## src/rtl/mem_arbiter.sv

```systemverilog
`default_nettype none
// +----------------------------------------------------------------------------+
// | mem_arbiter: round-robin share of one memory port between core and loader, |
// | one transaction at a time, with a mem_ready timeout.   Rev 1.0             |
// +----------------------------------------------------------------------------+
module mem_arbiter #(
  parameter int ADDR_W  = 32,
  parameter int DATA_W  = 32,
  parameter int TIMEOUT = 15
) (
  input  logic              clk,
  input  logic              reset,
  input  logic              core_req,
  input  logic              core_we,
  input  logic [ADDR_W-1:0] core_addr,
  input  logic [DATA_W-1:0] core_wdata,
  output logic [DATA_W-1:0] core_rdata,
  output logic              core_ack,
  output logic              core_err,
  input  logic              ldr_req,
  input  logic              ldr_we,
  input  logic [ADDR_W-1:0] ldr_addr,
  input  logic [DATA_W-1:0] ldr_wdata,
  output logic [DATA_W-1:0] ldr_rdata,
  output logic              ldr_ack,
  output logic              ldr_err,
  output logic              mem_req,
  output logic              mem_we,
  output logic [ADDR_W-1:0] mem_addr,
  output logic [DATA_W-1:0] mem_wdata,
  input  logic [DATA_W-1:0] mem_rdata,
  input  logic              mem_ready,
  output logic              owner
);

  localparam int CW = $clog2(TIMEOUT + 1);

  localparam logic [1:0] ST_IDLE = 2'd0;
  localparam logic [1:0] ST_BUSY = 2'd1;
  localparam logic [1:0] ST_RESP = 2'd2;

  localparam logic [CW-1:0] C_CNT_LAST = CW'(TIMEOUT - 1);
  localparam logic [CW-1:0] C_CNT_ONE  = CW'(1);

  logic [1:0]    r_state;
  logic [CW-1:0] r_cnt;
  logic          w_grant_ldr;

  // Loader wins when it is alone, or on a tie when the core held the port last.
  always_comb begin
    w_grant_ldr = ldr_req && (!core_req || !owner);
  end

  always_ff @(posedge clk) begin
    if (reset) begin
      r_state    <= ST_IDLE;
      r_cnt      <= '0;
      mem_req    <= 1'b0;
      mem_we     <= 1'b0;
      mem_addr   <= '0;
      mem_wdata  <= '0;
      core_rdata <= '0;
      ldr_rdata  <= '0;
      core_ack   <= 1'b0;
      core_err   <= 1'b0;
      ldr_ack    <= 1'b0;
      ldr_err    <= 1'b0;
      owner      <= 1'b1;
    end else begin
      core_ack <= 1'b0;
      core_err <= 1'b0;
      ldr_ack  <= 1'b0;
      ldr_err  <= 1'b0;
      case (r_state)
        ST_IDLE: begin
          if (core_req || ldr_req) begin
            owner     <= w_grant_ldr;
            mem_we    <= w_grant_ldr ? ldr_we    : core_we;
            mem_addr  <= w_grant_ldr ? ldr_addr  : core_addr;
            mem_wdata <= w_grant_ldr ? ldr_wdata : core_wdata;
            mem_req   <= 1'b1;
            r_cnt     <= '0;
            r_state   <= ST_BUSY;
          end
        end
        ST_BUSY: begin
          if (mem_ready) begin
            mem_req  <= 1'b0;
            r_state  <= ST_RESP;
            core_ack <= !owner;
            ldr_ack  <= owner;
            if (!mem_we) begin
              if (owner) ldr_rdata  <= mem_rdata;
              else       core_rdata <= mem_rdata;
            end
          end else if (r_cnt == C_CNT_LAST) begin
            mem_req  <= 1'b0;
            r_state  <= ST_RESP;
            core_ack <= !owner;
            ldr_ack  <= owner;
            core_err <= !owner;
            ldr_err  <= owner;
          end else begin
            r_cnt <= r_cnt + C_CNT_ONE;
          end
        end
        ST_RESP: begin
          r_state <= ST_IDLE;
        end
        default: begin
          r_state <= ST_IDLE;
          mem_req <= 1'b0;
        end
      endcase
    end
  end

endmodule
`default_nettype wire

```

## config.mk

```make
export PLATFORM = sky130hd
export DESIGN_NAME = mem_arbiter
export DESIGN_NICKNAME = d
export VERILOG_FILES = /design/src/rtl/mem_arbiter.sv
export SDC_FILE = /design/constraint.sdc
export NUM_CORES = 1
export LEC_CHECK = 0
export ABC_AREA = 1
export CAP_MARGIN = 10
export CORE_AREA = 4 4 115 117
export DETAILED_ROUTE_END_ITERATION = 12
export DIE_AREA = 0 0 119 121
export DONT_BUFFER_PORTS = 1
export GPL_TIMING_DRIVEN = 0
export SYNTH_ARGS = -nofsm -noshare
export SYNTH_HDL_FRONTEND = slang
export SYNTH_SLANG_ARGS = --single-unit
```

## constraint.sdc

```tcl
create_clock -name clk -period 1.1 [get_ports clk]
set_input_delay 0.165 -clock clk [delete_from_list [all_inputs] [get_ports clk]]
set_output_delay 0.165 -clock clk [all_outputs]
set_load 0.02 [all_outputs]
```

==> results of run 1 <==
worst max path at each step:
stage | start | slack (ns) | depth (start not counted) | end
final | owner | -0.41 | 10 | mem_wdata[14]
after floorplan | owner | -0.08 | 9 | mem_wdata[12]
after global placement | r_state[1] | -0.37 | 8 | mem_addr[29]
after global routing | r_state[0] | -0.45 | 9 | mem_wdata[18]
after detailed placement | r_state[1] | -0.41 | 8 | mem_addr[30]
after CTS | r_state[0] | -0.30 | 7 | ldr_rdata[26]
metal layers:
| metal | global-route usage (%) | part of all wire, % | up-vias |
|---|---|---|---|
| met4 | 19.26 | 5.5 | 0 |
| met3 | 10.96 | 9.1 | 120 |
| met5 | 0 | 0 | - |
| met1 | 29.31 | 33 | 3157 |
| li1 | - | - | 2972 |
| met2 | 53.30 | 52 | 454 |
area by class of cell:
type	count	area share (%)
Multi-Input combinational cell	566	34.40
Sequential cell	141	28.61
Timing Repair Buffer	198	22.00
Buffer	53	5.664
Clock buffer	23	5.011
Tap cell	172	2.160
Inverter	16	1.105
Clock inverter	8	1.055
power groups by stage:
stage | Clock, mW | Combinational, mW | Sequential, mW
after floorplan | 0 | 1.21 | 6.34
after global placement | 0 | 1.47 | 6.48
after detailed placement | 0 | 1.51 | 6.49
after CTS | 5.88 | 2.57 | 6.39
after global routing | 6.13 | 3.51 | 6.49
final | 5.90 | 3.30 | 6.46
cells in the mapped netlist (all sizes together):
| master | instances | area, µm² |
|---|---|---|
| buf | 26 | 231.5 |
| ha | 2 | 25.02 |
| dfxtp | 141 | 2823 |
| nor2 | 206 | 778.2 |
| clkbuf | 28 | 107.6 |
| nor3 | 1 | 5.000 |
| nand3 | 7 | 35.03 |
| o21ai | 133 | 669.4 |
| nand2 | 143 | 536.8 |
| nand4 | 3 | 31.28 |
| inv | 16 | 60.06 |
| a21oi | 70 | 350.3 |
worst max-delay path: stages, from the launching register on:
cell	delay, ns
dfxtp_4	0.46
nand2_4	0.08
nand2_4	0.09
inv_6	0.05
buf_12	0.12
buf_16	0.13
buf_8	0.13
nand2_1	0.07
nand2_1	0.08
a21oi_2	0.13
nor2_1	0.06
through the flow:
step / hold WS, ns / instance area [µm²] / util (%) / setup TNS [ns]
5_1_grt: 0.05679 / 9963 / 80.59 / -43.11
2_1_floorplan: 0.2300 / 5714 / - / -7.592
4_1_cts: 0.008223 / 8994 / 72.75 / -32.51
6_report: 0.04564 / 9963 / 80.59 / -35.05
3_5_place_dp: 0.2358 / 5929 / 47.96 / -38.03
3_3_place_gp: 0.2341 / 5929 / 47.96 / -33.36
flip-flops by register name, summed over array words and instances, names as in the netlist:
register / count
core_rdata: 32
ldr_rdata: 32
mem_addr: 32
mem_wdata: 32
r_cnt: 4
r_state: 2
core_ack: 1
core_err: 1
ldr_ack: 1
ldr_err: 1
mem_req: 1
mem_we: 1
owner: 1
logic make-up (layout without fill, tap and decap cells):
group                    count (synthesis)  after routing  share of synthesized area, %
AO/OA/AOI/OAI                          203            203                         18.04
adder cells (fa/ha/maj)                  2              2                        0.4426
buffers and inverters                   70            298                         7.061
flip-flops                             141            141                         49.93
AND/OR/NAND/NOR                        360            361                         24.52
what timing repair did:
action,in CTS,in global routing
pin swaps,29,97
cloned,16,5
gates resized for setup,170,288
setup buffers,11,5
hold buffers,162,0
hold endpoints to repair,140,0
setup endpoints to repair,138,148
==> flow_summary.json, run 1 <==
{
  "max_freq_mhz": 662.4,
  "cts_buffer_depth": 2,
  "cts_tree": "yes",
  "layout_common_cells": "162 x dlygate4sd3_1, 140 x nor2_1, 127 x dfxtp_1",
  "nFillCells": 687,
  "ant_nets": 0,
  "vdd.ir_drop.worst_v": 0.0009555,
  "reg2reg_slack_ns": -0.41,
  "power_leakage_nw": 3.994,
  "arrival_ns": 1.81,
  "relSlewSlack_pct": 53.55,
  "gp_congestion": 0.8237,
  "initial_core_util_pct": 45.72,
  "die_w_um": 119,
  "fp.dieArea_mm2": 0.01440,
  "fp-row-count": 41,
  "wire_per_inst_um": 21.57,
  "syn_inst": 776,
  "cts_made_buffers": 17,
  "die_h_um": 121,
  "report.final.setup_viol": 139,
  "cp-end-kind": "flop",
  "port_buffers": 0,
  "synth.distinct_cells": 20,
  "period_share_pct": 137.2,
  "outcome": "complete, but fails checks",
  "reg2regPathDepth": 10,
  "rsz0062_at_grt": "yes",
  "p_clk_share_pct": 37.7,
  "firstDrtPassIters": 5,
  "clkSlewWorstSetupHoldPaths_ns": 0.06,
  "drive_gt1_share_pct": 35.32,
  "syn_to_final_growth_pct": 76.25,
  "tightest_slew_ns": 0.6967,
  "syn_area_per_cell_um2": 7.285,
  "cts.htree.levels": 4,
  "violations": "setup timing",
  "power.share.switching_pct": 31.15,
  "root_buffer": "clkbuf_16",
  "yosysSeqAreaShare_pct": 49.93,
  "internal_power_mw": 10.78,
  "critical_path_class": "flop to flop",
  "cp-start-kind": "flop",
  "power_frac_seq_pct": 41.2,
  "preCtsSetupSlack_ns": -0.4060,
  "viasPerCell": 5.695,
  "grt_use_total_pct": 29.98,
  "core_area_mm2": 0.01236,
  "critPathRequiredTime_ns": 1.40,
  "via_count": 6703,
  "place_hpwl_um": 13440,
  "skew_ns": 0.007420,
  "totalWireLength_um": 25390,
  "diodes": 0,
  "antenna_found_initial": 0,
  "rr_startpoint": "owner",
  "holdCritPathClass": "input pin to flop",
  "holdPathStages": 4,
  "maxSlewViolCount": 0,
  "mostFrequentLayoutCell": "dlygate4sd3_1",
  "ys_warn_count": 0,
  "seq_area_mm2": 0.002850,
  "dp.cells": 948,
  "hold_start": "ldr_wdata[7]",
  "io_pins": 302,
  "synth_area_mm2": 0.005653,
  "grt_pass1_vias": 6764,
  "ys_ff_latch": 141,
  "fin_nets": 1162,
  "fin_crit_ns": 1.510,
  "grt_max_degree": 17,
  "worst-path-max-fanout": 7,
  "hold_violations": 0,
  "first_iter_violations": 435,
  "power_density_mw_per_mm2": 1572,
  "grt_pass1_wl_um": 34240,
  "power_mw": 15.66,
  "p_sw_mw": 4.878,
  "drcViolationCount": 0,
  "hold_path_end": "mem_wdata[7]",
  "syn_nets": 945,
  "r2r-end": "mem_wdata[14]",
  "fin_ws_ns": -0.4096,
  "power_frac_comb_pct": 21.1,
  "clock-sinks": 141,
  "grt_overflow": 0,
  "cap_violations": 0,
  "multiInputGateArea_mm2": 0.003427,
  "fin_cells": 1177,
  "insertion_delay_ns": 0.42
}
(Power assumes the default switching activity.)
==> run 2: changes to the inputs <==
- PLACE_DENSITY: unset -> 0.74
==> run 2 against run 1 <==
Effect of this change: the run still ends with setup timing left; clock power increased by 2%; cell area decreased by 2.8%; routed wire length increased by 14%; first-iteration DRC count increased by 64%; largest cell class unchanged; highest routed layer unchanged.
==> flow_summary.json, run 2 (same netlist as run 1, synthesis figures left out) <==
{
  "first_iter_violations": 714,
  "worstPathCellList": "nand2_4 -> nand2_8 -> inv_6 -> clkbuf_4 -> nand2_1 -> nand2_1 -> a21oi_1 -> nor2_1",
  "firstDrtPassIters": 7,
  "fin_nets": 1152,
  "grt_pass1_vias": 6637,
  "nFillCells": 650,
  "insertion_delay_ns": 0.43,
  "grt_max_degree": 17,
  "report.final.setup_viol": 144,
  "rsz0062_at_grt": "yes",
  "ant_nets": 0,
  "cp-start-kind": "flop",
  "skew_ns": 0.02000,
  "vdd.ir_drop.worst_v": 0.0009718,
  "slowest_stage": "dfxtp_4",
  "holdWs_ns": 0.01540,
  "power_density_mw_per_mm2": 1631,
  "seq_area_mm2": 0.002865,
  "cts_tree": "yes",
  "cts_buffer_depth": 2,
  "cts.htree.levels": 4,
  "outcome": "complete, but fails checks",
  "mostFrequentLayoutCell": "nor2_1",
  "power_leakage_nw": 3.844,
  "clock-sinks": 141,
  "wire_per_inst_um": 24.72,
  "holdCritPathClass": "input pin to flop",
  "viasPerCell": 6.142,
  "crit_top_cell": "nand2_1",
  "layout_common_cells": "170 x nor2_1, 161 x dlygate4sd3_1, 119 x dfxtp_1",
  "cp-end-kind": "flop",
  "totalWireLength_um": 28970,
  "grt_use_total_pct": 31.93,
  "arrival_ns": 1.93,
  "worst-path-max-fanout": 10,
  "fin_ws_ns": -0.5148,
  "period_share_pct": 146.8,
  "critPathRequiredTime_ns": 1.41,
  "syn_to_final_growth_pct": 71.27,
  "multiInputGateArea_mm2": 0.003258,
  "initial_core_util_pct": 45.72,
  "critPathMaxStageDelay_ns": 0.40,
  "tns_ns": -35.65,
  "port_buffers": 0,
  "tightest_slew_ns": 0.8262,
  "max_freq_mhz": 619.3,
  "cts_made_buffers": 17,
  "grt_overflow": 0,
  "drive_gt1_share_pct": 33.43,
  "critical_path_class": "flop to flop",
  "core_area_mm2": 0.01236,
  "relSlewSlack_pct": 44.92,
  "root_buffer": "clkbuf_16",
  "maxSlewViolCount": 0,
  "drcViolationCount": 0,
  "die_h_um": 121,
  "via_count": 7198,
  "die_w_um": 119,
  "violations": "setup timing",
  "antenna_found_initial": 3,
  "cap_violations": 0,
  "grt_pass1_wl_um": 36070,
  "place_hpwl_um": 13470,
  "clkSlewWorstSetupHoldPaths_ns": 0.07,
  "fp.dieArea_mm2": 0.01440,
  "hold_violations": 0,
  "fp-row-count": 41,
  "fin_crit_ns": 1.615,
  "gp_congestion": 0.8300,
  "io_pins": 302
}
==> run 2: cell count changes in the layout (fill, tap and decap cells not counted), moves of 8 or more <==
cell     previous run  this run
nand2_2            39        49
dfxtp_1           127       119
nor2_1            140       170
o21ai_1            25        37
nor2_2             39        26
nand2_4            22        13
nor2_4             27        10
buf_8              19        11
==> run 2: area by class of cell <==
class | instances | share of cell area (%)
Multi-Input combinational cell | 565 | 33.65
Sequential cell | 141 | 29.59
Timing Repair Buffer | 188 | 21.09
Buffer | 54 | 6.139
Clock buffer | 19 | 4.678
Tap cell | 172 | 2.223
Clock inverter | 13 | 1.590
Inverter | 16 | 0.9305
Antenna cell | 4 | 0.1034
==> run 2: worst paths after layout <==
kind,from,endpoint,slack [ns],cells after the start
worst max register to register,owner,mem_wdata[8],-0.51,8
worst min register to register,owner,core_err,0.54,1
worst max-delay path,owner,mem_wdata[8],-0.51,8
worst min-delay path,ldr_addr[30],mem_addr[30],0.02,4
==> run 2: routing by layer <==
layer	GRT usage [%]	up-vias	part of all wire (%)
li1	-	2950	-
met1	34.24	3269	31
met2	53.48	720	46
met3	12.45	259	13
met4	18.61	0	9.4
met5	0	-	0
==> run 2: what timing repair did <==
item                                    CTS  global route
endpoints found under the setup margin  137           156
endpoints found under the hold margin   140             0
resized for setup                       150           258
hold buffers                            161             0
setup buffers                             5             9
cloned                                    5             8
pin swaps                                10            44
==> run 2: critical path: cells and delay by family, from the launching register on <==
family	cells	cell delay (ns)
buffers and inverters	2	0.33
flip-flops	1	0.40
AND/OR/NAND/NOR	5	0.70
AO/OA/AOI/OAI	1	0.07
==> run 2: per-stage QoR <==
| step | instance area, µm² | cells | power (mW) | utilization [%] | setup WS [ns] |
|---|---|---|---|---|---|
| global placement | 5929 | 948 | 7.979 | 47.96 | -0.4351 |
| floorplan | 5714 | 776 | 7.548 | - | -0.07543 |
| detailed placement | 5929 | 948 | 8.016 | 47.96 | -0.4480 |
| finish | 9682 | 1172 | 15.79 | 78.31 | -0.5148 |
| CTS | 8645 | 1151 | 14.62 | 69.92 | -0.2678 |
| global route | 9679 | 1171 | 16.15 | 78.29 | -0.5597 |
==> run 2: where the power goes <==
part	internal (mW)	total [mW]	switching (mW)
sequential	5.54	6.49	0.944
combinational	1.47	3.28	1.81
clock	3.51	6.03	2.51
